### config.mk
export PLATFORM = sky130hd
export DESIGN_NAME = fifo_wr_arb_rr
export DESIGN_NICKNAME = d
export VERILOG_FILES = /design/src/rtl/fifo_wr_arb_rr.sv
export SDC_FILE = /design/constraint.sdc
export NUM_CORES = 1
export LEC_CHECK = 0
export BUFFER_PORTS_ARGS = -buffer_cell sky130_fd_sc_hd__buf_4
export CORE_ASPECT_RATIO = 0.6
export CORE_UTILIZATION = 43
export CTS_CLUSTER_SIZE = 20
export DETAILED_ROUTE_END_ITERATION = 7
export GPL_ROUTABILITY_DRIVEN = 0
export PLACE_DENSITY = 0.95
export SYNTH_ARGS = -nofsm -noshare
export SYNTH_HDL_FRONTEND = slang
export SYNTH_SLANG_ARGS = --single-unit
### constraint.sdc
create_clock -name clk -period 5.6 [get_ports clk]
set_input_delay 1.12 -clock clk [delete_from_list [all_inputs] [get_ports clk]]
set_output_delay 1.12 -clock clk [all_outputs]
set_load 0.02 [all_outputs]
### src/rtl/fifo_wr_arb_rr.sv
// Packet-atomic round-robin arbiter for the write port of a shared single-clock FIFO.
// A grant is held from the first beat to the last beat of a packet. A packet that runs too long is cut off and flagged.
module fifo_wr_arb_rr #(
    parameter  int CHN_NUM = 4,
    parameter  int DATA_WD = 32,
    parameter  int BST_MAX = 8,
    localparam int CHN_WD  = (CHN_NUM > 1) ? $clog2(CHN_NUM) : 1,
    localparam int BST_WD  = $clog2(BST_MAX + 1)
) (
    input  logic                       clk,
    input  logic                       rst,
    input  logic [CHN_NUM-1:0]         req_val_i,
    input  logic [CHN_NUM*DATA_WD-1:0] req_dat_i,
    input  logic [CHN_NUM-1:0]         req_lst_i,
    output logic [CHN_NUM-1:0]         req_rdy_o,
    output logic                       fifo_wr_val_o,
    output logic [DATA_WD-1:0]         fifo_wr_dat_o,
    input  logic                       fifo_wr_ful_i,
    output logic                       gnt_bsy_o,
    output logic [CHN_WD-1:0]          gnt_idx_o,
    output logic [15:0]                pkt_cnt_o,
    output logic                       err_o
);

    typedef enum logic {IDLE, BUSY} state_t;

    state_t              state_q, state_d;
    logic [CHN_WD-1:0]   ptr_q, ptr_d;
    logic [CHN_WD-1:0]   idx_q, idx_d;
    logic [BST_WD-1:0]   cnt_q, cnt_d;
    logic [15:0]         pkt_q, pkt_d;
    logic                err_q, err_d;

    logic [CHN_WD-1:0]   cand;
    logic [CHN_WD-1:0]   pick_idx;
    logic                pick_ok;
    logic [CHN_WD-1:0]   sel;
    logic                sel_val;
    logic                sel_lst;
    logic                xfer;
    logic [CHN_WD-1:0]   nxt_ptr;

    // Scan downwards from the farthest candidate so that the last hit is the first one at or after ptr.
    always_comb begin
        cand     = '0;
        pick_idx = '0;
        pick_ok  = 1'b0;
        for (int k = CHN_NUM - 1; k >= 0; k--) begin
            cand = CHN_WD'((int'(ptr_q) + k) % CHN_NUM);
            if (req_val_i[cand]) begin
                pick_ok  = 1'b1;
                pick_idx = cand;
            end
        end
    end

    assign sel     = (state_q == BUSY) ? idx_q : pick_idx;
    assign sel_val = (state_q == BUSY) ? req_val_i[idx_q] : pick_ok;
    assign sel_lst = req_lst_i[sel];
    assign xfer    = sel_val && !fifo_wr_ful_i;
    assign nxt_ptr = (sel == CHN_WD'(CHN_NUM - 1)) ? '0 : sel + 1'b1;

    always_comb begin
        req_rdy_o     = '0;
        fifo_wr_dat_o = '0;
        for (int k = 0; k < CHN_NUM; k++) begin
            if (xfer && (sel == CHN_WD'(k))) begin
                req_rdy_o[k]  = 1'b1;
                fifo_wr_dat_o = req_dat_i[k*DATA_WD +: DATA_WD];
            end
        end
    end

    assign fifo_wr_val_o = xfer;

    // NOTE: every next-state value takes its current value first, so no path through the case leaves a latch.
    always_comb begin
        state_d = state_q;
        ptr_d   = ptr_q;
        idx_d   = idx_q;
        cnt_d   = cnt_q;
        pkt_d   = pkt_q;
        err_d   = err_q;
        case (state_q)
            IDLE: begin
                if (xfer) begin
                    idx_d = sel;
                    if (sel_lst) begin
                        ptr_d = nxt_ptr;
                        pkt_d = pkt_q + 16'd1;
                    end else begin
                        state_d = BUSY;
                        cnt_d   = BST_WD'(1);
                    end
                end
            end
            BUSY: begin
                if (xfer) begin
                    if (sel_lst || ((cnt_q + 1'b1) == BST_WD'(BST_MAX))) begin
                        state_d = IDLE;
                        ptr_d   = nxt_ptr;
                        pkt_d   = pkt_q + 16'd1;
                        cnt_d   = '0;
                        if (!sel_lst) err_d = 1'b1;
                    end else begin
                        cnt_d = cnt_q + 1'b1;
                    end
                end
            end
            default: state_d = IDLE;
        endcase
    end

    // NOTE: registers use non-blocking assignments so that every flop samples values from before the edge.
    always_ff @(posedge clk) begin
        if (rst) begin
            state_q <= IDLE;
            ptr_q   <= '0;
            idx_q   <= '0;
            cnt_q   <= '0;
            pkt_q   <= '0;
            err_q   <= 1'b0;
        end else begin
            state_q <= state_d;
            ptr_q   <= ptr_d;
            idx_q   <= idx_d;
            cnt_q   <= cnt_d;
            pkt_q   <= pkt_d;
            err_q   <= err_d;
        end
    end

    assign gnt_bsy_o = (state_q == BUSY);
    assign gnt_idx_o = idx_q;
    assign pkt_cnt_o = pkt_q;
    assign err_o     = err_q;

endmodule

==> results.cfg <==
[synth]
synth_top_area_frac = 0.1994
yosysMostFrequentCell = o21ai_0
synthArstFlopShare = 0
yosys.area.top_type = dfxtp_1
synthesis.nets = 452
synth_ff_type = dfxtp_1
synth.yosys.seq_area_share = 0.1994
synth_common_cells = 35 x o21ai_0, 33 x o2bb2ai_1, 29 x a221oi_2
ys_seq_elements = 26
synthesis.area_sq_um = 2610
yosys.cell_types.count = 51
synth_edf_count = 0
syn_avg_cell_area_sq_um = 8.529
netlist_instances = 306
ys_top_cells_by_area = dfxtp_1 20%, a221oi_2 17%, o2bb2ai_1 11%
yosys_warnings = 0

[sta]
slew_violations = 0
rsz0062_at_grt = false
worstMarginPinSlew_ns = 0.5296
min_period_over_period = 0.8588
layout_min_cycle_time_ns = 4.809
setup_viol = 0
maxSlewHeadroom = 0.6437
fin_setup_tns_ns = 0
final_hold_viol_count = 0
fmax_mhz = 207.9
skew_ns = 0.004474

[worst_setup_path]
setup.worst_path.start = req_val_i[2]
reg2reg_to = pkt_cnt_o[12]$_SDFFE_PP0P_
crit_required_ns = 4.48
crit_arrival_ns = 3.69
start_kind = input pin
reg2reg_slack_ns = 2.92
critPathKind = input pin to output pin
r2r_start = gnt_idx_o[0]$_SDFFE_PP0P_
crit_path_end_kind = output pin
reg2regPathDepth = 8
cp_max_fo = 22

[detailed_routing]
wl_per_cell_um = 18.73
wl_met2_mm = 5.211
wl_met3_um = 846
via_count = 3416
drt-total-wl_mm = 10.60
drc = 0
drt-initial-drc-count = 209
antenna_left = 0
dr.pass1.iters = 5
top_layer_used = met4
via_per_inst = 6.035
drt-met1-wl_mm = 4.333

[power_and_ir_drop]
pwr-share-clk = 0.134
peakVddDrop_mv = 0.1315
leakagePower_nw = 1.804
power.total_mw = 0.9224
power.share.combinational = 0.639
power_density_nw_per_um2 = 222.3
switching_share = 0.4304
p_switching_mw = 0.3970
power_frac_seq = 0.228
internal_power_mw = 0.5254

[placement]
io_buffers = 195
dp_hpwl_mm = 8.331

[floorplan]
initial_core_util = 0.4578
coreArea_sq_um = 5702
design.die.area_sq_um = 6395
die_y_um = 62.35
die_w_um = 102.6
io_pins = 196
core.rowCount = 21

[global_route]
grt_use_total = 0.3176
grt_max_degree = 34
grt_pass1_vias = 3254
grt_pass1_wl_mm = 16.06
grt_remaining_overflow = 0
antenna_found_initial = 0

[flow_run]
cap_violations = 0

[status]
status = finished clean

[clock_network]
clock_path_buffers = 2
cts_max_level = 1
cts_buffers = 3
insertion_delay_ns = 0.27
cts_root_buffer = clkbuf_8
cts_hold_buf = 0
clkTransAtPathRegs_ns = 0.09
cts_tree = done
cts_setup_buffers = 0
cts_resized = 0
clock_sinks = 26

[cells_and_area]
drive_gt1_frac = 0.5144
area_growth_pct = 58.96
n_antenna_cell = 0
fill_cells = 447
seq_area_sq_um = 520.5
nets = 633
multi_input_area_sq_um = 1927

[worst_hold_path]
hp-start = err_o$_SDFFE_PP0P_
min_path_cells = 1
hold_path.class = flip-flop to flip-flop
whs_endpoint = err_o$_SDFFE_PP0P_
worst max-delay path by stage:
stage | to | slack [ns] | depth (start not counted)
after detailed placement | fifo_wr_dat_o[27] | 0.86 | 11
final | fifo_wr_dat_o[27] | 0.79 | 11
after global routing | fifo_wr_dat_o[27] | 0.69 | 11
after CTS | fifo_wr_dat_o[27] | 0.84 | 11
after global placement | fifo_wr_dat_o[27] | 0.92 | 11
after floorplan | fifo_wr_dat_o[22] | 1.36 | 11
cells in the final DEF, fill, tap and decap left out, types with 2 or more instances in the layout:
| cell type | count |
|---|---|
| a2111o_2 | 2 |
| a211o_1 | 3 |
| a211oi_2 | 2 |
| a21boi_1 | 4 |
| a21oi_1 | 17 |
| a221oi_1 | 3 |
| a221oi_2 | 29 |
| a31oi_1 | 2 |
| a32o_1 | 2 |
| and2_1 | 2 |
| and3_1 | 2 |
| buf_4 | 202 |
| clkbuf_8 | 4 |
| dfxtp_1 | 26 |
| ha_1 | 7 |
| inv_1 | 5 |
| inv_2 | 3 |
| mux2i_1 | 4 |
| nand2_1 | 20 |
| nand3_1 | 8 |
| nand3_2 | 2 |
| nand4_1 | 6 |
| nor2_1 | 13 |
| nor2b_1 | 2 |
| o21ai_0 | 35 |
| o21ai_1 | 5 |
| o2bb2ai_1 | 33 |
| o31ai_1 | 5 |
| or3_1 | 9 |
| or4_1 | 5 |
| xnor2_1 | 2 |
| xor2_1 | 4 |
area by class of cell:
class / count / share of cell area
Inverter: 8 / 0.007238
Clock buffer: 4 / 0.01327
Timing Repair Buffer: 202 / 0.3655
Tap cell: 80 / 0.02413
Multi-Input combinational cell: 246 / 0.4644
Sequential cell: 26 / 0.1255
worst max-delay path: stages:
cell and delay [ns]:
buf_4 0.13, nor2b_2 0.17, o2bb2ai_1 0.13, o31a_1 0.37, inv_2 0.12, ha_1 0.22, and2_2 0.39, buf_4 0.42
a221oi_2 0.12, o2bb2ai_1 0.28, buf_4 0.20
kinds of logic (layout without fill, tap and decap cells):
group	after synthesis	after routing	synth area share
adder cells (fa/ha/maj)	7	7	0.03356
multiplexers	5	5	0.02397
flip-flops	26	26	0.1994
AO/OA/AOI/OAI	148	148	0.4885
buffers and inverters	34	214	0.06568
XOR/XNOR	6	6	0.02013
AND/OR/NAND/NOR	80	80	0.1688
routing by layer:
metal  vias to the layer above  global-route usage
met4                         0             0.05000
met5                         -                   0
li1                       1601                   -
met3                        24             0.05631
met1                      1630              0.4017
met2                       161              0.5650
registers in the layout, indices dropped and copies added, names as in the netlist:
register	cells
cnt_q	4
err_o	1
gnt_bsy_o	1
gnt_idx_o	2
pkt_cnt_o	16
ptr_q	2
power groups by stage:
stage	Sequential (mW)	Combinational [mW]	Clock (mW)
floorplan	0.216	0.335	0
global placement	0.212	0.569	0
detailed placement	0.214	0.585	0
CTS	0.210	0.586	0.124
global route	0.211	0.628	0.133
finish	0.210	0.589	0.123
stage by stage:
stage               utilization  std cells  hold WS (ns)  instance area (sq um)  setup slack [ns]
floorplan                     -        306        0.4634                   2610             1.356
global placement         0.7180        562        0.4629                   4094            0.9170
detailed placement       0.7180        562        0.4750                   4094            0.8611
CTS                      0.7277        566        0.4999                   4149            0.8406
global route             0.7277        566        0.5246                   4149            0.6895
finish                   0.7277        566        0.4923                   4149            0.7905
No activity file was read; power rests on OpenSTA's default activity.
